<file path="src/rtl/ac97_sample_buffer_pkg.sv">
// Shared audio definitions for the AC97 output sample buffer.
// State encoding, slot widths and default buffer sizing.
package ac97_sample_buffer_pkg;

  localparam int SAMPLE_W = 12;
  localparam int AC97_W   = 20;
  localparam int AC97_PAD = 8;

  localparam int DEFAULT_DEPTH_LOG2  = 4;
  localparam int DEFAULT_PRIME_LEVEL = 8;

  typedef enum logic {
    PRIME,
    RUN
  } state_t;

  // Which register currently feeds the slot output.
  typedef enum logic [1:0] {
    SRC_ZERO,
    SRC_FIFO,
    SRC_LAST
  } out_src_t;

  // Left-justify a 12-bit sample into a 20-bit AC97 slot.
  function automatic logic [AC97_W-1:0] to_slot(
    input logic [SAMPLE_W-1:0] s
  );
    return {s, {AC97_PAD{1'b0}}};
  endfunction

endpackage

</file>
<file path="src/rtl/sample_fifo_mem.sv">
// Simple dual-port sample RAM for the AC97 buffer.
// One write port, one read port with registered, enabled read data.
module sample_fifo_mem #(
  parameter int DEPTH_LOG2 = 4,
  parameter int WIDTH      = 12
) (
  input  logic                  clock,
  input  logic                  i_wr_en,
  input  logic [DEPTH_LOG2-1:0] i_wr_addr,
  input  logic [WIDTH-1:0]      i_wr_data,
  input  logic                  i_rd_en,
  input  logic [DEPTH_LOG2-1:0] i_rd_addr,
  output logic [WIDTH-1:0]      o_rd_data
);

  localparam int DEPTH = 1 << DEPTH_LOG2;

  logic [WIDTH-1:0] r_mem [0:DEPTH-1];
  logic [WIDTH-1:0] r_rd_data;

  // Write port plus read port; read data holds until the next read.
  always_ff @(posedge clock) begin
    if (i_wr_en) begin
      r_mem[i_wr_addr] <= i_wr_data;
    end
    if (i_rd_en) begin
      r_rd_data <= r_mem[i_rd_addr];
    end
  end

  assign o_rd_data = r_rd_data;

endmodule

</file>
<file path="src/rtl/ac97_sample_buffer.sv">
// Elastic buffer between the effects chain and the AC97 slot output.
// Optional macro SOFT_FADE_EN: decaying tail on underrun and in PRIME.
module ac97_sample_buffer
  import ac97_sample_buffer_pkg::*;
#(
  parameter int DEPTH_LOG2  = DEFAULT_DEPTH_LOG2,
  parameter int PRIME_LEVEL = DEFAULT_PRIME_LEVEL
) (
  input  logic                       clock,
  input  logic                       reset,
  input  logic signed [SAMPLE_W-1:0] sample_in,
  input  logic                       sample_in_valid,
  input  logic                       ac97_ready,
  input  logic                       clear_flags,
  output logic signed [AC97_W-1:0]   ac97_out,
  output logic                       ac97_out_valid,
  output logic [DEPTH_LOG2:0]        fifo_level,
  output logic                       overflow,
  output logic                       underflow
);

  localparam int LVL_W = DEPTH_LOG2 + 1;
  localparam int DEPTH = 1 << DEPTH_LOG2;

  localparam logic [LVL_W-1:0] LVL_FULL  = LVL_W'(DEPTH);
  localparam logic [LVL_W-1:0] LVL_PRIME = LVL_W'(PRIME_LEVEL);
  localparam logic [LVL_W-1:0] LVL_ONE   = LVL_W'(1);
  localparam logic [DEPTH_LOG2-1:0] PTR_ONE = DEPTH_LOG2'(1);

  state_t                     r_state;
  out_src_t                   r_src;
  logic [DEPTH_LOG2-1:0]      r_wr_ptr;
  logic [DEPTH_LOG2-1:0]      r_rd_ptr;
  logic [LVL_W-1:0]           r_level;
  logic signed [SAMPLE_W-1:0] r_last;
  logic                       r_valid;
  logic                       r_pop_d;
  logic                       r_ovf;
  logic                       r_udf;

  logic [SAMPLE_W-1:0] w_rd_data;
  logic [SAMPLE_W-1:0] w_slot_sample;
  logic                w_strobe;
  logic                w_empty;
  logic                w_run;
  logic                w_pop;
  logic                w_underrun;
  logic                w_push;
  logic                w_drop;

`ifdef SOFT_FADE_EN
  logic signed [SAMPLE_W-1:0] w_fade;
  assign w_fade = r_last >>> 1;
`endif

  // A strobe arriving while the previous output pulse is up is ignored.
  assign w_strobe   = ac97_ready & ~r_valid;
  assign w_empty    = (r_level == '0);
  assign w_run      = (r_state == RUN);
  assign w_pop      = w_strobe & w_run & ~w_empty;
  assign w_underrun = w_strobe & w_run & w_empty;
  assign w_push     = sample_in_valid
                    & ((r_level != LVL_FULL) | w_pop);
  assign w_drop     = sample_in_valid & ~w_push;

  sample_fifo_mem #(
    .DEPTH_LOG2(DEPTH_LOG2),
    .WIDTH     (SAMPLE_W)
  ) u_mem (
    .clock    (clock),
    .i_wr_en  (w_push),
    .i_wr_addr(r_wr_ptr),
    .i_wr_data(sample_in),
    .i_rd_en  (w_pop),
    .i_rd_addr(r_rd_ptr),
    .o_rd_data(w_rd_data)
  );

  // Circular pointers and the occupancy counter.
  always_ff @(posedge clock) begin
    if (reset) begin
      r_wr_ptr <= '0;
      r_rd_ptr <= '0;
      r_level  <= '0;
    end else begin
      if (w_push) begin
        r_wr_ptr <= r_wr_ptr + PTR_ONE;
      end
      if (w_pop) begin
        r_rd_ptr <= r_rd_ptr + PTR_ONE;
      end
      unique case ({w_push, w_pop})
        2'b10:   r_level <= r_level + LVL_ONE;
        2'b01:   r_level <= r_level - LVL_ONE;
        default: ;
      endcase
    end
  end

  // PRIME/RUN sequencing, output source selection and last sample.
  always_ff @(posedge clock) begin
    if (reset) begin
      r_state <= PRIME;
      r_src   <= SRC_ZERO;
      r_valid <= 1'b0;
      r_pop_d <= 1'b0;
      r_last  <= '0;
    end else begin
      r_valid <= w_strobe;
      r_pop_d <= w_pop;
      if (r_pop_d) begin
        r_last <= w_rd_data;
      end
      unique case (r_state)
        PRIME: begin
          if (w_strobe) begin
`ifdef SOFT_FADE_EN
            r_src  <= SRC_LAST;
            r_last <= w_fade;
`else
            r_src  <= SRC_ZERO;
`endif
          end
          if (r_level >= LVL_PRIME) begin
            r_state <= RUN;
          end
        end
        RUN: begin
          if (w_pop) begin
            r_src <= SRC_FIFO;
          end else if (w_underrun) begin
            r_src   <= SRC_LAST;
            r_state <= PRIME;
`ifdef SOFT_FADE_EN
            r_last  <= w_fade;
`endif
          end
        end
        default: r_state <= PRIME;
      endcase
    end
  end

  // Sticky debug flags; a same-cycle event beats the clear.
  always_ff @(posedge clock) begin
    if (reset) begin
      r_ovf <= 1'b0;
      r_udf <= 1'b0;
    end else begin
      if (w_drop) begin
        r_ovf <= 1'b1;
      end else if (clear_flags) begin
        r_ovf <= 1'b0;
      end
      if (w_underrun) begin
        r_udf <= 1'b1;
      end else if (clear_flags) begin
        r_udf <= 1'b0;
      end
    end
  end

  // Slot data is picked from registers only, so it holds between pulses.
  always_comb begin
    w_slot_sample = '0;
    unique case (r_src)
      SRC_FIFO: w_slot_sample = w_rd_data;
      SRC_LAST: w_slot_sample = r_last;
      default:  w_slot_sample = '0;
    endcase
  end

  assign ac97_out       = to_slot(w_slot_sample);
  assign ac97_out_valid = r_valid;
  assign fifo_level     = r_level;
  assign overflow       = r_ovf;
  assign underflow      = r_udf;

endmodule

</file>
<file path="config.mk">
export PLATFORM = sky130hd
export DESIGN_NAME = ac97_sample_buffer
export DESIGN_NICKNAME = d
export VERILOG_FILES = /design/src/rtl/ac97_sample_buffer_pkg.sv /design/src/rtl/sample_fifo_mem.sv /design/src/rtl/ac97_sample_buffer.sv
export SDC_FILE = /design/constraint.sdc
export NUM_CORES = 1
export LEC_CHECK = 0
export CORE_UTILIZATION = 56
export CTS_BUF_LIST = sky130_fd_sc_hd__clkbuf_4
export CTS_CLUSTER_DIAMETER = 40
export DETAILED_ROUTE_END_ITERATION = 8
export PLACE_DENSITY = 0.78
export SYNTH_ARGS = -nofsm -noshare
export SYNTH_HDL_FRONTEND = slang
export SYNTH_SLANG_ARGS = --single-unit
</file>
<file path="constraint.sdc">
create_clock -name clock -period 2.5 [get_ports clock]
set_input_delay 0.5 -clock clock [delete_from_list [all_inputs] [get_ports clock]]
set_output_delay 0.5 -clock clock [all_outputs]
set_load 0.02 [all_outputs]
</file>
Word level (Yosys, flattened, before mapping)
Memory sizes are Yosys's and may differ from the RTL's. A register that Yosys moved wholly into a read port is not among the register bits.
Index checks and enable logic that the tools add are counted.
W data, S select, Z words.
- logic and storage cells: 54
- register bits: 32
- memories kept: 1
- bits of input ports: 17
- RAM bits: 192
- output and inout port bits: 28
- memory list (name ; words ; width ; read ports ; clocked after memory_dff ; wr ports ; line ; source):
    u_mem.r_mem ; 16 ; 12 ; 1 ; 1 ; 1 ; sample_fifo_mem.sv:18 ; logic [WIDTH-1:0] r_mem [0:DEPTH-1];
- bitwise operators: 11
- add/subtract/negate cells: 4
- magnitude comparators: 1
- multiplexer cells: 15
- reduce and logical (&&, ||, !) cells: 5
- eq/ne operators: 7
- operators with widths (operator ; number):
    $pmux W12 S2 ; 1
    $pmux W5 S2 ; 1
    $add A4 B1 Y4 const B ; 2
    $mux W1 ; 8
    $and A1 B1 Y1 ; 6
    $mux W2 ; 3
    $reduce_bool A2 Y1 ; 3
    $add A5 B1 Y5 const B ; 1
    $ge A5 B4 Y1 const B ; 1
    $logic_not A5 Y1 ; 1
    $ne A5 B5 Y1 const B ; 1
    $sub A5 B1 Y5 const B ; 1
    $eq A2 B1 Y1 const B ; 2
    $eq A2 B2 Y1 const B ; 2
    $not A1 Y1 ; 4
    $pmux W2 S2 ; 1
    $ne A3 B1 Y1 const B ; 1
    $ne A2 B2 Y1 const B ; 1
    $pmux W1 S2 ; 1
    $reduce_and A2 Y1 ; 1
    $or A1 B1 Y1 ; 1

Depth between registers and ports, before layout
Gate-level depths: netlist of run 1.
- depth after elaboration: 9
- depth in mapped cells: 9
- depth with buffers taken out: 8

Cells and area by module
A second synthesis of run 1 with hierarchy kept.
- cells, all modules: 520
- area total of the unflattened synthesis: 9471.6 µm²
- modules (own cells, without submodules) (module ; cells each ; area each (µm²) ; seq. area each (µm²) ; times used):
    sample_fifo_mem ; 329 ; 7719.9 ; 6125.9 ; 1
    ac97_sample_buffer ; 191 ; 1751.7 ; 640.6 ; 1

Worst setup path before layout of run 1
No wires, ideal clock.
- path type: reg2reg
- start point: register r_level[4], in the netlist fifo_level[4]
- end point: register r_level[4], in the netlist fifo_level[4]
- library setup time: 0.132 ns
- buffers on the path: 1
- data required time: 2.368 ns
- period minus slack after synthesis: 2.675 ns
- setup slack: -0.175 ns
- data arrival time: 2.543 ns
- cell stages (with the launch flop): 10
- cell sequence: dfxtp_1 buf_2 inv_1 a211oi_1 inv_1 fa_1 nand2b_1 a211o_1 o221ai_1 a31oi_1
- longest elaborated chain between the ends: 7
- elaborated cells between the ends (all ways): 12
- those cells by class: add/sub (2); eq/ne (3); mux (1); bitwise (4); reduce/logical (2)
- ends and longest elaborated chain (what ; line ; source):
    start, declared ; ac97_sample_buffer.sv:34 ; logic [LVL_W-1:0] r_level;
    start signal, assigned ; ac97_sample_buffer.sv:93 ; 2'b10: r_level <= r_level + LVL_ONE;
    start signal, assigned ; ac97_sample_buffer.sv:94 ; 2'b01: r_level <= r_level - LVL_ONE;
    $logic_not A5 Y1 ; ac97_sample_buffer.sv:58 ; assign w_empty = (r_level == '0);
    $not A1 Y1 ; ac97_sample_buffer.sv:60 ; assign w_pop = w_strobe & w_run & ~w_empty;
    $and A1 B1 Y1 ; ac97_sample_buffer.sv:60 ;
    $or A1 B1 Y1 ; ac97_sample_buffer.sv:63 ; & ((r_level != LVL_FULL) | w_pop);
    $and A1 B1 Y1 ; ac97_sample_buffer.sv:63 ;
    $eq A2 B1 Y1 / $eq A2 B2 Y1 (equally long branches) ; ac97_sample_buffer.sv:92 ; unique case ({w_push, w_pop})
    $pmux W5 S2 / $reduce_bool A2 Y1 (equally long branches) ; -- ;
Parallel ways exist; a longest one is shown, timed or not.
A chain may end at the register's enable or synchronous reset.

Final worst setup path of run 1
- start point: register r_src[0]
- end point: output ac97_out[16]
- longest elaborated chain between the ends: 2
- elaborated cells between the ends (all ways): 3
- those cells by class: eq/ne (2); mux (1)
- ends and longest elaborated chain (what ; line ; source):
    start, declared ; ac97_sample_buffer.sv:31 ; out_src_t r_src;
    start signal, assigned ; ac97_sample_buffer.sv:104 ; r_src <= SRC_ZERO;
    start signal, assigned ; ac97_sample_buffer.sv:121 ; r_src <= SRC_ZERO;
    start signal, assigned ; ac97_sample_buffer.sv:130 ; r_src <= SRC_FIFO;
    $eq A2 B2 Y1 / $eq A2 B1 Y1 (equally long branches) ; ac97_sample_buffer.sv:166 ; unique case (r_src)
    $pmux W12 S2 (*) ; ac97_sample_buffer.sv:166 ;
    end, declared ; ac97_sample_buffer.sv:15 ; output logic signed [AC97_W-1:0] ac97_out,
Every way passes the cells marked *; elsewhere a longest branch is shown, timed or not.

==> impl_metrics.env, run 1 <==
export IMPL_place_congestion=0.8124
export IMPL_ys_seq_area_share_pct=71.96
export IMPL_p_leak_nw=3.713
export IMPL_p_clk_share_pct=39.3
export IMPL_ios=45
export IMPL_h_tree_depth=2
export IMPL_portBuffers=36
export IMPL_netlist_top_cell_by_area="edfxtp_1"
export IMPL_max_freq_mhz=419.1
export IMPL_critPathCaptureType="output pin"
export IMPL_cts_hold_buf=0
export IMPL_p_int_mw=6.024
export IMPL_wl_per_cell_um=20.47
export IMPL_die_w_um=131.6
export IMPL_yosysTopAreaCellShare_pct=65.15
export IMPL_num_vias=5020
export IMPL_finalCritPeriodShare_pct=95.45
export IMPL_min_period_ns=2.386
export IMPL_r2r_start="fifo_level[0]"
export IMPL_r2r_worst_path_cells=8
export IMPL_finalSetupViolations=0
export IMPL_yosysUniqueCellTypes=44
export IMPL_fin_skew_ns=0.03149
export IMPL_power_switching_mw=1.591
export IMPL_netlist_area_sq_um=9403
export IMPL_rrSetupSlack_ns=0.28
export IMPL_clock_sinks=236
export IMPL_cts_buffers=58
export IMPL_cts_resized_gates=17
export IMPL_nets=650
export IMPL_yosysWarnings=0
export IMPL_core_sq_um=16470
export IMPL_ir_drop_mv=0.3671
export IMPL_syn_to_final_growth_pct=18.86
export IMPL_holdWs_ns=0.4872
export IMPL_synth_most_common_cell="edfxtp_1"
export IMPL_grt_max_degree=52
export IMPL_fillers=1077
export IMPL_async_flop_share_pct=0
export IMPL_clkTransAtPathRegs_ns=0.06
export IMPL_overflow=0
export IMPL_drive_above_1_share_pct=33.38
export IMPL_antenna_found_initial=1
export IMPL_syn_inst=498
export IMPL_cts_tree="yes"
export IMPL_drv_slew=0
export IMPL_drtIter0Drc=279
export IMPL_vias_per_cell=5.640
export IMPL_hold_class="flop to flop"
export IMPL_grt_pass1_vias=5293
export IMPL_worstPathRequired_ns=2.00
export IMPL_die_area_sq_um=17310
export IMPL_r2r_end="fifo_level[4]"
export IMPL_utilization_pct=67.87
export IMPL_synth_edff_count=204
export IMPL_drc_errors=0
export IMPL_pwr_share_comb_pct=3.6
export IMPL_hpwl_um=11880
export IMPL_whs_path_depth=2
export IMPL_final_antenna_net_count=0
export IMPL_dr_pass1_iters=4
export IMPL_die_h_um=131.6
export IMPL_grtUsageTotal_pct=22.40
export IMPL_hold_path_startpoint="r_src[0]"
export IMPL_grt_pass1_wl_um=28620
export IMPL_tightestPinTransition_ns=0.8207
export IMPL_criticalPathCategory="flop to output pin"
export IMPL_synth_avg_cell_area_sq_um=18.88
export IMPL_fp_row_count=47
export IMPL_power_density_nw_per_um2=681.3
export IMPL_postCtsSetupRepairBufs=0
export IMPL_synth_seq_cells=236
export IMPL_p_sw_share_pct=20.89
export IMPL_synth_commonest_cells="edfxtp_1, mux4_2, nor2_1, dfxtp_1, clkbuf_1"
export IMPL_finalPower_mw=7.614
export IMPL_startpoint_type="flop"
export IMPL_seqPwrFrac_pct=57.1
export IMPL_synthTopCellsByArea="edfxtp_1, mux4_2, dfxtp_1"
export IMPL_ys_flop_type="edfxtp_1"
export IMPL_critPathMaxFanout=12
export IMPL_slew_headroom_pct=45.21
export IMPL_worstHoldEndpoint="r_src[0]"
export IMPL_cts_buffer_depth=3
export IMPL_clk_insertion_delay_late_ns=0.67
export IMPL_root_buffer="clkbuf_4"
export IMPL_wirelength_um=18220
export IMPL_status="finished clean"
export IMPL_fin_tns_setup_ns=0
export IMPL_crit_arrival_ns=1.89
export IMPL_hold_viol=0
export IMPL_drv_cap=0
export IMPL_initial_utilization_pct=57.10
==> layout by cell type (no fill, tap or decap), drive strengths merged, types with 2 or more instances in the layout <==
| cell | count |
|---|---|
| nor2 | 53 |
| or4 | 2 |
| edfxtp | 204 |
| xnor2 | 3 |
| clkinv | 20 |
| clkdlybuf4s50 | 24 |
| a21oi | 6 |
| nor3 | 4 |
| mux2 | 3 |
| nand3 | 4 |
| dfxtp | 32 |
| ha | 10 |
| dlygate4sd2 | 11 |
| mux2i | 15 |
| a31oi | 3 |
| clkbuf | 80 |
| diode | 5 |
| buf | 56 |
| nand2 | 10 |
| a22oi | 12 |
| a211o | 2 |
| xor2 | 4 |
| a211oi | 2 |
| conb | 8 |
| mux4 | 60 |
| nand2b | 7 |
| inv | 11 |
==> metal layers <==
metal	global-route usage, %	part of all wire, %	vias up
met5	0	0	-
met4	12.79	4.1	0
met3	5.440	6.5	45
met2	36.77	50	179
met1	27.29	39	2519
li1	-	-	2277
==> cell type report <==
| class | instances | area (sq um) | share of cell area (%) |
|---|---|---|---|
| Sequential cell | 236 | 6774 | 60.61 |
| Timing Repair Buffer | 92 | 842.1 | 7.535 |
| Multi-Input combinational cell | 224 | 2512 | 22.48 |
| Tap cell | 220 | 275.3 | 2.463 |
| Clock inverter | 23 | 121.4 | 1.086 |
| Antenna cell | 5 | 12.51 | 0.1120 |
| Inverter | 10 | 37.54 | 0.3359 |
| Clock buffer | 80 | 600.6 | 5.374 |
==> flip-flops by register name, summed over array words and instances, names as in the netlist, 2 cells and up <==
signal           cells
fifo_level           5
r_last              12
r_rd_ptr             4
r_src                2
r_wr_ptr             4
u_mem.o_rd_data     12
u_mem.r_mem        192
==> how the worst max path moves through the flow <==
| stage | cells past startpoint | to | slack (ns) | startpoint |
|---|---|---|---|---|
| 5_1_grt | 5 | ac97_out[13] | -0.002 | r_src[0] |
| 2_1_floorplan | 4 | u_mem.r_mem[0][0] | -0.06 | ac97_ready |
| 4_1_cts | 5 | ac97_out[15] | 0.04 | r_src[0] |
| 6_report | 5 | ac97_out[16] | 0.11 | r_src[0] |
| 3_5_place_dp | 9 | fifo_level[4] | -0.16 | ac97_ready |
| 3_3_place_gp | 9 | fifo_level[4] | -0.16 | ac97_ready |
==> critical path, stage by stage, from the launching register on <==
cell           delay [ns]
dfxtp_2              0.36
inv_1                0.08
ha_4                 0.21
a22oi_1              0.21
nor2_1               0.06
dlygate4sd2_1        0.32
==> power by group through the flow <==
stage	Clock [mW]	Combinational, mW	Sequential (mW)
final	3.00	0.271	4.35
after CTS	3.09	0.273	4.35
after global routing	3.27	0.293	4.35
after detailed placement	0	0.272	4.43
after global placement	0	0.261	4.43
after floorplan	0	0.134	4.43
==> cells by family (layout without fill, tap and decap cells) <==
family | count (synthesis) | count (layout) | synth area share, %
adders and majority gates | 11 | 11 | 1.544
and+or+nand+nor | 86 | 86 | 4.218
muxes | 78 | 78 | 16.33
other | 1 | 13 | 0.03988
AOI/OAI and AO/OA | 34 | 34 | 3.021
buffers and inverters | 45 | 205 | 2.236
DFF | 236 | 236 | 71.96
xor gates and xnor gates | 7 | 7 | 0.6520
==> stage by stage <==
stage / area [sq um] / setup slack, ns / instances
after floorplan: 9434 / -0.05691 / 505
after global placement: 10420 / -0.1620 / 782
after detailed placement: 10420 / -0.1568 / 782
after CTS: 11150 / 0.04160 / 885
after global routing: 11180 / -0.001566 / 890
final: 11180 / 0.1138 / 890
Power figures use the tool's default switching activity.
==> inputs of run 2 (changes only) <==
==> constraint.sdc (replaced) <==
create_clock -name clock -period 2.5 [get_ports clock]
set_input_delay 0.25 -clock clock [delete_from_list [all_inputs] [get_ports clock]]
set_output_delay 0.25 -clock clock [all_outputs]
set_load 0.02 [all_outputs]
==> run 2 against run 1 <==
Against the previous run:
- hold slack worse by 0.21 ns
- first-iteration DRC count is 32% higher
- critical path depth up 3
- final area hardly changed
- fmax increased by 6.8%
- critical endpoint is now fifo_level[4]
- clock skew shrank 0.00074 ns
- via count is 1.1% higher
- highest routed layer unchanged
- sequential share of layout area about the same
- clock-buffer cell count up 6
- die area unchanged
==> impl_metrics.env, run 2 (synthesized netlist as in run 1, its figures left out) <==
export IMPL_cts_tree="yes"
export IMPL_fin_tns_setup_ns=0
export IMPL_wirelength_um=18360
export IMPL_drtIter0Drc=369
export IMPL_r2r_worst_path_cells=8
export IMPL_cts_buffers=57
export IMPL_die_h_um=131.6
export IMPL_top_register="u_mem.r_mem"
export IMPL_drc_errors=0
export IMPL_hold_class="primary input to flop"
export IMPL_startpoint_type="flop"
export IMPL_drv_cap=0
export IMPL_h_tree_depth=2
export IMPL_wl_per_cell_um=20.94
export IMPL_hold_viol=0
export IMPL_tightestPinTransition_ns=0.8283
export IMPL_worstHoldEndpoint="overflow"
export IMPL_grt_pass1_wl_um=28700
export IMPL_rsz0062_at_grt="no"
export IMPL_final_common_cell="edfxtp_1"
export IMPL_r2r_start="fifo_level[0]"
export IMPL_drive_above_1_share_pct=32.52
export IMPL_fin_skew_ns=0.03074
export IMPL_die_w_um=131.6
export IMPL_final_antenna_net_count=0
export IMPL_portBuffers=36
export IMPL_ir_drop_mv=0.4179
export IMPL_drv_slew=0
export IMPL_vias_per_cell=5.784
export IMPL_power_density_nw_per_um2=716.5
export IMPL_holdWs_ns=0.2769
export IMPL_overflow=0
export IMPL_status="finished clean"
export IMPL_worstPathRequired_ns=3.08
export IMPL_finalCritPeriodShare_pct=89.40
export IMPL_place_congestion=0.7942
export IMPL_critPathCaptureType="flop"
export IMPL_grt_pass1_vias=5215
export IMPL_slew_headroom_pct=44.71
export IMPL_num_vias=5073
export IMPL_most_common_layout_cells="edfxtp_1, clkbuf_4, mux4_2"
export IMPL_finalSetupViolations=0
export IMPL_clk_insertion_delay_late_ns=0.68
export IMPL_core_sq_um=16470
export IMPL_crit_arrival_ns=2.81
export IMPL_fp_row_count=47
export IMPL_antenna_found_initial=1
export IMPL_clock_sinks=236
export IMPL_p_leak_nw=3.844
export IMPL_max_freq_mhz=447.4
export IMPL_wl_met1_um=7439
export IMPL_ios=45
export IMPL_syn_to_final_growth_pct=18.80
export IMPL_min_period_ns=2.235
export IMPL_nets=634
export IMPL_hold_path_startpoint="clear_flags"
export IMPL_clkTransAtPathRegs_ns=0.06
export IMPL_postCtsSetupRepairBufs=0
export IMPL_grt_max_degree=52
export IMPL_r2r_end="fifo_level[4]"
export IMPL_critPathMaxFanout=6
export IMPL_cts_buffer_depth=3
export IMPL_grtUsageTotal_pct=22.31
export IMPL_largest_register_ffs=192
export IMPL_wl_met3_um=1079
export IMPL_dr_pass1_iters=7
export IMPL_root_buffer="clkbuf_4"
export IMPL_initial_utilization_pct=57.10
export IMPL_criticalPathCategory="flop to flop"
export IMPL_die_area_sq_um=17310
export IMPL_dr_wl_met2_um=9465
export IMPL_rrSetupSlack_ns=0.27
export IMPL_hpwl_um=11320
export IMPL_whs_path_depth=3
export IMPL_top_layer="met4"
==> run 2: cell types whose count changed in the layout (fill, tap and decap cells not counted), sizes merged, moves of 2 or more <==
cell	delta
dlymetal6s2s	+11
clkbuf	+6
clkinv	-3
dlygate4sd2	-10
buf	-15
bufinv	+2
diode	-3
==> run 2: final cells by class <==
cell class	instances	area, sq um
diodes	2	5.005
clock buffers	86	645.6
clock inverters	22	176.4
fillers	1073	5295
inverters	10	37.54
multi-input cells	224	2502
flip-flops and latches	236	6771
well taps	220	275.3
repair buffers	77	757.0
==> run 2: metrics by stage <==
stage	utilization, %	instance area (sq um)	setup slack [ns]	power [mW]	std cells
after floorplan	-	9434	-0.03468	4.566	505
after global placement	62.51	10290	0.06222	4.681	767
after detailed placement	62.51	10290	0.02518	4.696	767
after CTS	67.58	11130	0.001303	8.101	875
after global routing	67.83	11170	0.1663	8.318	876
final	67.84	11170	0.2650	8.004	877
==> run 2: what timing repair did <==
action / in CTS / in global routing
endpoints found under the setup margin: 12 / 11
hold buffers: 0 / 0
resized for setup: 4 / 12
cloned: 0 / 0
==> run 2: worst max path at each step <==
stage | startpoint | cells past startpoint | endpoint | slack (ns)
6_report | fifo_level[0] | 8 | fifo_level[4] | 0.27
3_5_place_dp | ac97_ready | 9 | fifo_level[4] | 0.03
3_3_place_gp | ac97_ready | 9 | fifo_level[4] | 0.06
2_1_floorplan | ac97_out_valid | 4 | u_mem.r_mem[0][0] | -0.03
5_1_grt | fifo_level[0] | 8 | fifo_level[4] | 0.17
4_1_cts | r_src[1] | 5 | ac97_out[8] | 0.001
==> run 2: critical path, stage by stage, from the launching register on <==
cell and delay, ns:
dfxtp_1 0.37, nor4_4 0.34, a211oi_2 0.12, buf_4 0.17
ha_1 0.33, nand2b_1 0.16, a21oi_1 0.12, or4_1 0.42
a31oi_1 0.13
==> run 2: metal layers <==
metal  GRT usage, %  vias to the layer above
met1          28.84                     2584
met5              0                        -
li1               -                     2232
met3          5.247                       37
met4          7.946                        0
met2          37.18                      220
==> run 2: power breakdown <==
part | internal, mW | switching [mW] | total (mW)
clock | 1.90 | 1.49 | 3.39
sequential | 4.32 | 0.0215 | 4.34
combinational | 0.106 | 0.159 | 0.265
==> inputs of run 3 (changes only) <==
--- a/config.mk
+++ b/config.mk
@@ -5,11 +5,10 @@
 export SDC_FILE = /design/constraint.sdc
 export NUM_CORES = 1
 export LEC_CHECK = 0
-export CORE_UTILIZATION = 56
+export CORE_UTILIZATION = 26
 export CTS_BUF_LIST = sky130_fd_sc_hd__clkbuf_4
 export CTS_CLUSTER_DIAMETER = 40
 export DETAILED_ROUTE_END_ITERATION = 8
-export PLACE_DENSITY = 0.78
 export SYNTH_ARGS = -nofsm -noshare
 export SYNTH_HDL_FRONTEND = slang
 export SYNTH_SLANG_ARGS = --single-unit
==> run 3 against run 2 <==
Against the previous run:
- total power down 5.0%
- non-clock buffer count up 10
- routed wire length increased by 5.3%
- hold slack worse by 0.0049 ns
- critical endpoint is now ac97_out[19]
- largest cell class unchanged
==> impl_metrics.env, run 3 (synthesized netlist as in run 1, its figures left out) <==
export IMPL_status="finished clean"
export IMPL_startpoint="r_src[0]"
export IMPL_antenna_found_initial=1
export IMPL_drc_errors=0
export IMPL_p_leak_nw=3.825
export IMPL_top_register="u_mem.r_mem"
export IMPL_finalSetupViolations=0
export IMPL_criticalPathCategory="flop to output pin"
export IMPL_fp_row_count=69
export IMPL_worstPathRequired_ns=2.25
export IMPL_clock_sinks=236
export IMPL_overflow=0
export IMPL_cts_buffers=59
export IMPL_dr_pass1_iters=4
export IMPL_die_w_um=192.2
export IMPL_placed_area_sq_um=10630
export IMPL_place_congestion=0.7309
export IMPL_critPathMaxFanout=12
export IMPL_ios=45
export IMPL_min_period_ns=2.221
export IMPL_max_freq_mhz=450.2
export IMPL_portBuffers=36
export IMPL_r2r_worst_path_cells=4
export IMPL_syn_to_final_growth_pct=21.12
export IMPL_finalCritPeriodShare_pct=88.85
export IMPL_wl_per_cell_um=17.20
export IMPL_postCtsSetupRepairBufs=0
export IMPL_final_antenna_net_count=0
export IMPL_drv_slew=0
export IMPL_ir_drop_mv=0.3184
export IMPL_tightestPinTransition_ns=0.7205
export IMPL_r2r_start="fifo_level[0]"
export IMPL_rsz0062_at_grt="no"
export IMPL_cts_hold_buf=0
export IMPL_h_tree_depth=2
export IMPL_die_h_um=192.2
export IMPL_largest_register_ffs=192
export IMPL_drive_above_1_share_pct=31.77
export IMPL_rrSetupSlack_ns=0.31
export IMPL_clkTransAtPathRegs_ns=0.06
export IMPL_final_common_cell="edfxtp_1"
export IMPL_endpoint="ac97_out[19]"
export IMPL_hold_class="primary input to flop"
export IMPL_drtIter0Drc=287
export IMPL_wirelength_um=19330
export IMPL_num_vias=4864
export IMPL_holdWs_ns=0.2720
export IMPL_startpoint_type="flop"
export IMPL_slew_headroom_pct=51.90
export IMPL_fillers=3472
export IMPL_nets=646
export IMPL_most_common_layout_cells="edfxtp_1, clkbuf_4, mux4_2"
export IMPL_power_density_nw_per_um2=667.9
export IMPL_drv_cap=0
export IMPL_grt_pass1_wl_um=30060
export IMPL_grtUsageTotal_pct=10.96
export IMPL_r2r_end="u_mem.r_mem[7][9]"
export IMPL_grt_max_degree=52
export IMPL_design_area_sq_um=11390
export IMPL_finalPower_mw=7.606
export IMPL_critPathCaptureType="output pin"
export IMPL_hpwl_um=12210
export IMPL_die_area_sq_um=36930
export IMPL_hold_viol=0
export IMPL_crit_arrival_ns=1.97
export IMPL_root_buffer="clkbuf_4"
export IMPL_fin_skew_ns=0.06867
export IMPL_cts_tree="yes"
export IMPL_cts_buffer_depth=3
export IMPL_clk_insertion_delay_late_ns=0.70
export IMPL_cts_resized_gates=5
export IMPL_grt_pass1_vias=5111
export IMPL_core_sq_um=35570
export IMPL_vias_per_cell=4.327
export IMPL_initial_utilization_pct=26.44
run 3: cell count changes in the layout (fill, tap and decap cells not counted):
| cell | previous run | this run |
|---|---|---|
| buf_12 | 5 | 2 |
| clkinv_1 | 11 | 20 |
| clkbuf_4 | 86 | 71 |
| bufinv_16 | 3 | 1 |
| clkinv_2 | 5 | 10 |
| clkinvlp_4 | 1 | 0 |
| buf_4 | 36 | 49 |
run 3: stage by stage:
| stage | worst slack, ns | utilization [%] | TNS (ns) | cells |
|---|---|---|---|---|
| global route | 0.1432 | 32.02 | 0 | 1124 |
| floorplan | -0.03468 | - | -1.228 | 505 |
| global placement | 0.05222 | 29.89 | 0 | 1018 |
| detailed placement | 0.07571 | 29.89 | 0 | 1018 |
| CTS | 0.0004614 | 31.93 | 0 | 1122 |
| finish | 0.2787 | 32.02 | 0 | 1124 |
run 3: where the power goes:
group / switching [mW] / internal [mW]
clock network: 1.52 / 1.47
logic: 0.165 / 0.107
registers: 0.0208 / 4.32
run 3: worst min-delay path by stage:
| stage | startpoint | endpoint | slack, ns | cells after the start |
|---|---|---|---|---|
| after CTS | clear_flags | underflow | 0.22 | 3 |
| after floorplan | sample_in[0] | u_mem.r_mem[0][0] | 0.35 | 0 |
| after detailed placement | underflow | underflow | 0.46 | 2 |
| after global placement | overflow | overflow | 0.46 | 2 |
| after global routing | clear_flags | underflow | 0.28 | 3 |
| final | clear_flags | underflow | 0.27 | 3 |
run 3: final cells by class:
type	count	area (sq um)	area share, %
Multi-Input combinational cell	224	2502	21.97
Timing Repair Buffer	87	794.5	6.977
Inverter	10	37.54	0.3296
Clock inverter	33	167.7	1.472
Antenna cell	2	5.005	0.04395
Sequential cell	236	6771	59.46
Clock buffer	71	533.0	4.680
Tap cell	461	576.8	5.065
run 3: worst max-delay path, cell delays in order, from the launching register on:
cell and delay [ns]:
dfxtp_1 0.41, inv_1 0.11, ha_4 0.22, a22oi_1 0.21
nor2_1 0.06, dlygate4sd2_1 0.32
run 3: metal layers:
| metal | up-vias | track usage (%) | wire, um |
|---|---|---|---|
| met1 | 2473 | 14.79 | 9101 |
| li1 | 2261 | - | - |
| met2 | 107 | 17.07 | 9101 |
| met5 | - | 0 | 0 |
| met4 | 0 | 3.755 | 265 |
| met3 | 23 | 2.777 | 860 |
